$ cat config.mk
export PLATFORM = sky130hd
export DESIGN_NAME = mirfak_muldiv_ctrl
export DESIGN_NICKNAME = d
export VERILOG_FILES = /design/src/rtl/mirfak_muldiv_ctrl.sv
export SDC_FILE = /design/constraint.sdc
export NUM_CORES = 1
export LEC_CHECK = 0
export ABC_AREA = 1
export CORE_UTILIZATION = 50
export CTS_BUF_LIST = sky130_fd_sc_hd__clkbuf_8
export DETAILED_ROUTE_END_ITERATION = 6
export GPL_TIMING_DRIVEN = 0
export PLACE_DENSITY = 0.88
export SETUP_SLACK_MARGIN = 0.15
export SLEW_MARGIN = 20
export SYNTH_ARGS = -nofsm -noshare
export SYNTH_HDL_FRONTEND = slang
export SYNTH_SLANG_ARGS = --single-unit
$ cat constraint.sdc
create_clock -name clk_i -period 3.94 [get_ports clk_i]
set_clock_uncertainty 0.2 [all_clocks]
set_input_delay 1.182 -clock clk_i [delete_from_list [all_inputs] [get_ports clk_i]]
set_output_delay 1.182 -clock clk_i [all_outputs]
set_load 0.01 [all_outputs]
$ cat src/rtl/mirfak_muldiv_ctrl.sv
// Sequencer between EX and the shared iterative mult/div unit: launch, completion tracking,
// result hold until EX->WB advances, flush abort, one-entry result memo and stall counter.
module mirfak_muldiv_ctrl #(
    parameter bit          ENABLE_MEMO = 1'b1,
    parameter int unsigned CNT_WIDTH   = 16
) (
    input  logic                 clk_i,
    input  logic                 rst_ni,
    input  logic                 req_i,
    input  logic [2:0]           req_cmd_i,
    input  logic [31:0]          req_op_a_i,
    input  logic [31:0]          req_op_b_i,
    input  logic                 kill_i,
    input  logic                 exwb_enable_i,
    output logic                 busy_o,
    output logic [31:0]          result_o,
    output logic                 result_valid_o,
    output logic                 unit_start_o,
    output logic [2:0]           unit_cmd_o,
    output logic [31:0]          unit_op_a_o,
    output logic [31:0]          unit_op_b_o,
    output logic                 unit_abort_o,
    input  logic                 unit_ack_i,
    input  logic [31:0]          unit_result_i,
    output logic [CNT_WIDTH-1:0] stall_cycles_o
);

    localparam int unsigned XLEN  = 32;
    localparam int unsigned CMD_W = 3;

    typedef enum logic [1:0] {
        S_IDLE = 2'd0,
        S_RUN  = 2'd1,
        S_HOLD = 2'd2
    } state_e;

    state_e            state_q, state_d;
    logic              memo_valid_q;
    logic [CMD_W-1:0]  memo_cmd_q;
    logic [XLEN-1:0]   memo_a_q;
    logic [XLEN-1:0]   memo_b_q;
    logic [XLEN-1:0]   memo_res_q;

    logic              memo_hit;
    logic              start_d;
    logic              abort_d;
    logic              latch_en;
    logic              load_memo;
    logic              load_unit;
    logic              rv_d;

    // Memo matches only when the incoming op is identical to the last completed one
    assign memo_hit = ENABLE_MEMO && memo_valid_q &&
                      (req_cmd_i == memo_cmd_q) &&
                      (req_op_a_i == memo_a_q) &&
                      (req_op_b_i == memo_b_q);

    assign busy_o = req_i && !kill_i && (state_q != S_HOLD);

    // Next-state and registered-output decode
    always_comb begin
        state_d   = state_q;
        start_d   = 1'b0;
        abort_d   = 1'b0;
        latch_en  = 1'b0;
        load_memo = 1'b0;
        load_unit = 1'b0;
        rv_d      = result_valid_o;
        case (state_q)
            S_IDLE: begin
                if (req_i && !kill_i) begin
                    if (memo_hit) begin
                        load_memo = 1'b1;
                        rv_d      = 1'b1;
                        state_d   = S_HOLD;
                    end else begin
                        latch_en  = 1'b1;
                        start_d   = 1'b1;
                        state_d   = S_RUN;
                    end
                end
            end
            S_RUN: begin
                if (kill_i) begin
                    abort_d = 1'b1;
                    state_d = S_IDLE;
                end else if (unit_ack_i) begin
                    load_unit = 1'b1;
                    rv_d      = 1'b1;
                    state_d   = S_HOLD;
                end
            end
            S_HOLD: begin
                if (exwb_enable_i || kill_i) begin
                    rv_d    = 1'b0;
                    state_d = S_IDLE;
                end
            end
            default: begin
                rv_d    = 1'b0;
                state_d = S_IDLE;
            end
        endcase
    end

    always_ff @(posedge clk_i) begin
        if (!rst_ni) begin
            state_q <= S_IDLE;
        end else begin
            state_q <= state_d;
        end
    end

    // Unit interface, result and memo registers
    always_ff @(posedge clk_i) begin
        if (!rst_ni) begin
            unit_start_o   <= 1'b0;
            unit_abort_o   <= 1'b0;
            unit_cmd_o     <= '0;
            unit_op_a_o    <= '0;
            unit_op_b_o    <= '0;
            result_o       <= '0;
            result_valid_o <= 1'b0;
            memo_valid_q   <= 1'b0;
            memo_cmd_q     <= '0;
            memo_a_q       <= '0;
            memo_b_q       <= '0;
            memo_res_q     <= '0;
        end else begin
            unit_start_o   <= start_d;
            unit_abort_o   <= abort_d;
            result_valid_o <= rv_d;
            if (latch_en) begin
                unit_cmd_o  <= req_cmd_i;
                unit_op_a_o <= req_op_a_i;
                unit_op_b_o <= req_op_b_i;
            end
            if (load_memo) begin
                result_o <= memo_res_q;
            end else if (load_unit) begin
                result_o     <= unit_result_i;
                memo_valid_q <= 1'b1;
                memo_cmd_q   <= unit_cmd_o;
                memo_a_q     <= unit_op_a_o;
                memo_b_q     <= unit_op_b_o;
                memo_res_q   <= unit_result_i;
            end
        end
    end

    // Saturating stall-cycle counter
    always_ff @(posedge clk_i) begin
        if (!rst_ni) begin
            stall_cycles_o <= '0;
        end else if (busy_o && (stall_cycles_o != {CNT_WIDTH{1'b1}})) begin
            stall_cycles_o <= stall_cycles_o + CNT_WIDTH'(1);
        end
    end

endmodule
==> run metrics <==
CP Class=input pin to primary output; Yosys reg bits=220; top cell type's share of synthesized area=46.8%; Tmin final=3700 ps; die area=19,400 sq um; Reg clk slew, reported paths=~60 ps; Post-DP Area=roughly 12,000 sq um; Comb power frac=11.9%; hold_buf cts=0; Power Internal=3.67 mW; IO buf count=roughly 220; leak pwr=5.40 nW; CP required=2560 ps; M1 WL=11,500 um; GR Util All Layers=between 20 and 30%; RePlAce Congestion=0.912; synth top area cells=dfxtp_1 47%, nand2_1 9.8%, a21oi_1 9.5%; Post-Syn Area=9400 sq um; failing checks=DRC; pwr/cell area=390 nW/um^2; Syn Inst Count=1,334; hpwl dp=19,900 um; DR vias=9,564; sequential power share=47.9%; number of routed nets with antenna violations=0; crit share post-route=93.9%; clk_lat worst skew=520 ps; relative slew slack=53.7%; average size of a mapped cell=roughly 7 sq um; Die Width=139 um; vias in the first global route=9,057; switching power=roughly 1.3 mW; met2 WL post-DR=12,800 um; RSZ-0062 raised after global routing=false; Mapped Nets=approximately 1,400; initial antenna violation count=1; worst setup margin=240 ps; Final Instance Area=12,600 sq um; Critical Path End Type=primary output; Finish-stage setup viols=0; routed len/inst=15.0 um; DR DRC count=11; CTS tree=built; drt first pass iters=7; final hold violation count=0; vias per cell=5.17; number of buffers created by CTS=37; Filler cells=between 1,000 and 1,500; Post-CTS Setup Repair Bufs=0; Top Metal Used=met4; Least-Margin Pin Slew=695 ps; wire length on met3=2270 um; largest net degree at the start of global routing=11; CTS H-tree depth=2; area leader, netlist=dfxtp_1; core area=~18,000 sq um; outcome=complete, but fails checks; Post-CTS Resized=1; clock network power share=40.2%; Starting Density=51.6%; Post-Place Setup Slack=-67.1 ps; DR iter-0 viols=593; proportion of layout cells with a drive suffix above 1=7.65%; clock root buffer=clkbuf_8; peak supply drop=253 uV; Core Util, Final=a little over two thirds; Max Fclk=270 MHz; CP startpoint kind=input pin; worst hold path type=register to register; Post-Route WL=27,800 um; Yosys warning count=0; Sw Share=between 20% and 30%; Worst EP arrival=2320 ps; CTS sink cnt=220; first-pass GRT wire length=44,000 um; total grt overflow=0; crit-path max FO=4; Max Root-Sink Buffers=3; hold depth=2; Netlist cell types=35; register area share after synthesis=46.8%; # Max-Cap Violations=0; # IOs=224; worst reg2reg path depth=7; Rows=about 50; Die H=roughly 140 um; Synth-to-Final Area Change=34.4%; Slew Viols, Final=0; Post-layout nets=around 1,700
## routing by layer
layer  GRT usage, %  vias to the layer above
met2           46.4                      371
met1           34.6                     4374
met3           6.87                       85
met5              0                        -
met4           14.6                        0
li1               -                     4734
## path summary, 6_finish.rpt
kind | to | slack, ps | startpoint
worst max-delay path | busy_o | 240 | kill_i
worst max register to register | memo_a_q[8] | 1570 | state_q[0]
worst min-delay path | unit_op_a_o[23] | 260 | unit_op_a_o[23]
worst min register to register | unit_op_a_o[23] | 260 | unit_op_a_o[23]
## Yosys cell counts, drive strengths merged
library cell / number
nand2: 274
dfxtp: 220
inv: 203
a21oi: 180
o21ai: 149
nor2: 146
nand3: 50
clkbuf: 43
buf: 25
xnor2: 12
nor3: 7
nand4: 6
or2: 4
xor2: 4
clkinv: 2
nor4: 2
a211oi: 1
a21o: 1
a31oi: 1
ha: 1
nor3b: 1
o21a: 1
o22ai: 1
## registers in the layout, summed over array words and instances, names as in the netlist
| signal | count |
|---|---|
| memo_res_q | 32 |
| memo_b_q | 32 |
| unit_cmd_o | 3 |
| memo_a_q | 32 |
| unit_op_b_o | 32 |
| stall_cycles_o | 16 |
| unit_op_a_o | 32 |
| memo_valid_q | 1 |
| state_q | 2 |
| unit_abort_o | 1 |
| memo_cmd_q | 3 |
| result_o | 32 |
| result_valid_o | 1 |
| unit_start_o | 1 |
## metrics by stage
step | instances | hold slack, ps | TNS (ps) | power (mW)
floorplan | 1334 | 234 | 0 | 2.66
global placement | 1785 | 244 | -56.7 | 2.97
detailed placement | 1785 | 251 | -67.1 | 2.98
CTS | 1849 | 259 | 0 | 4.94
global route | 1850 | 280 | 0 | 5.10
finish | 1850 | 260 | 0 | 4.92
## kinds of logic (layout without fill, tap and decap cells)
| group | after synthesis | count (layout) | synth area share, % |
|---|---|---|---|
| AOI/OAI and AO/OA | 334 | 334 | 18.0 |
| xor gates and xnor gates | 16 | 16 | 1.49 |
| adders and majority gates | 1 | 1 | 0.133 |
| buffers and inverters | 273 | 559 | 11.6 |
| DFF | 220 | 220 | 46.8 |
| other | 0 | 1 | 0 |
| and+or+nand+nor | 490 | 490 | 22.0 |
## final cells by class
class	count	area [sq um]	area share (%)
diodes	1	2.50	0.0198
plain buffers	68	317	2.50
clock buffers	48	661	5.23
clock inverters	16	63.8	0.505
inverters	205	769	6.09
multi-input cells	841	3910	31.0
flip-flops and latches	220	4400	34.9
well taps	229	287	2.27
repair buffers	222	2220	17.6
## cells in the final DEF (no fill, tap or decap), types with 2 or more instances in the layout
cell type / netlist / routed
nor3_1: 7 / 7
clkbuf_2: 3 / 3
dfxtp_1: 220 / 220
buf_2: 16 / 16
buf_4: 4 / 4
nand2_1: 246 / 246
or2_2: 3 / 3
inv_2: 6 / 6
clkinv_1: 2 / 2
buf_6: 3 / 3
o21ai_0: 147 / 147
o21ai_1: 2 / 2
xnor2_1: 12 / 12
nor4_1: 2 / 2
nand3_4: 3 / 3
inv_1: 197 / 210
nor2_2: 4 / 4
clkdlybuf4s50_1: 0 / 221
xor2_1: 4 / 4
clkbuf_8: 0 / 48
nor2_1: 141 / 141
buf_1: 2 / 2
a21oi_1: 179 / 179
nand2_2: 28 / 28
nand4_1: 6 / 6
clkbuf_1: 40 / 40
clkinv_2: 0 / 3
nand3_1: 47 / 47
## power groups by stage
stage	sequential [mW]	combinational (mW)	clock (mW)
2_1_floorplan	2.42	0.237	0
3_3_place_gp	2.40	0.566	0
3_5_place_dp	2.40	0.579	0
4_1_cts	2.36	0.584	2.00
5_1_grt	2.36	0.638	2.10
6_report	2.36	0.587	1.98
## critical path: stages
cell,delay [ps]
clkdlybuf4s50_1,470
inv_2,100
nand2_1,80
a21oi_2,190
dlygate4sd2_1,300
No activity file was read; power rests on OpenSTA's default activity.
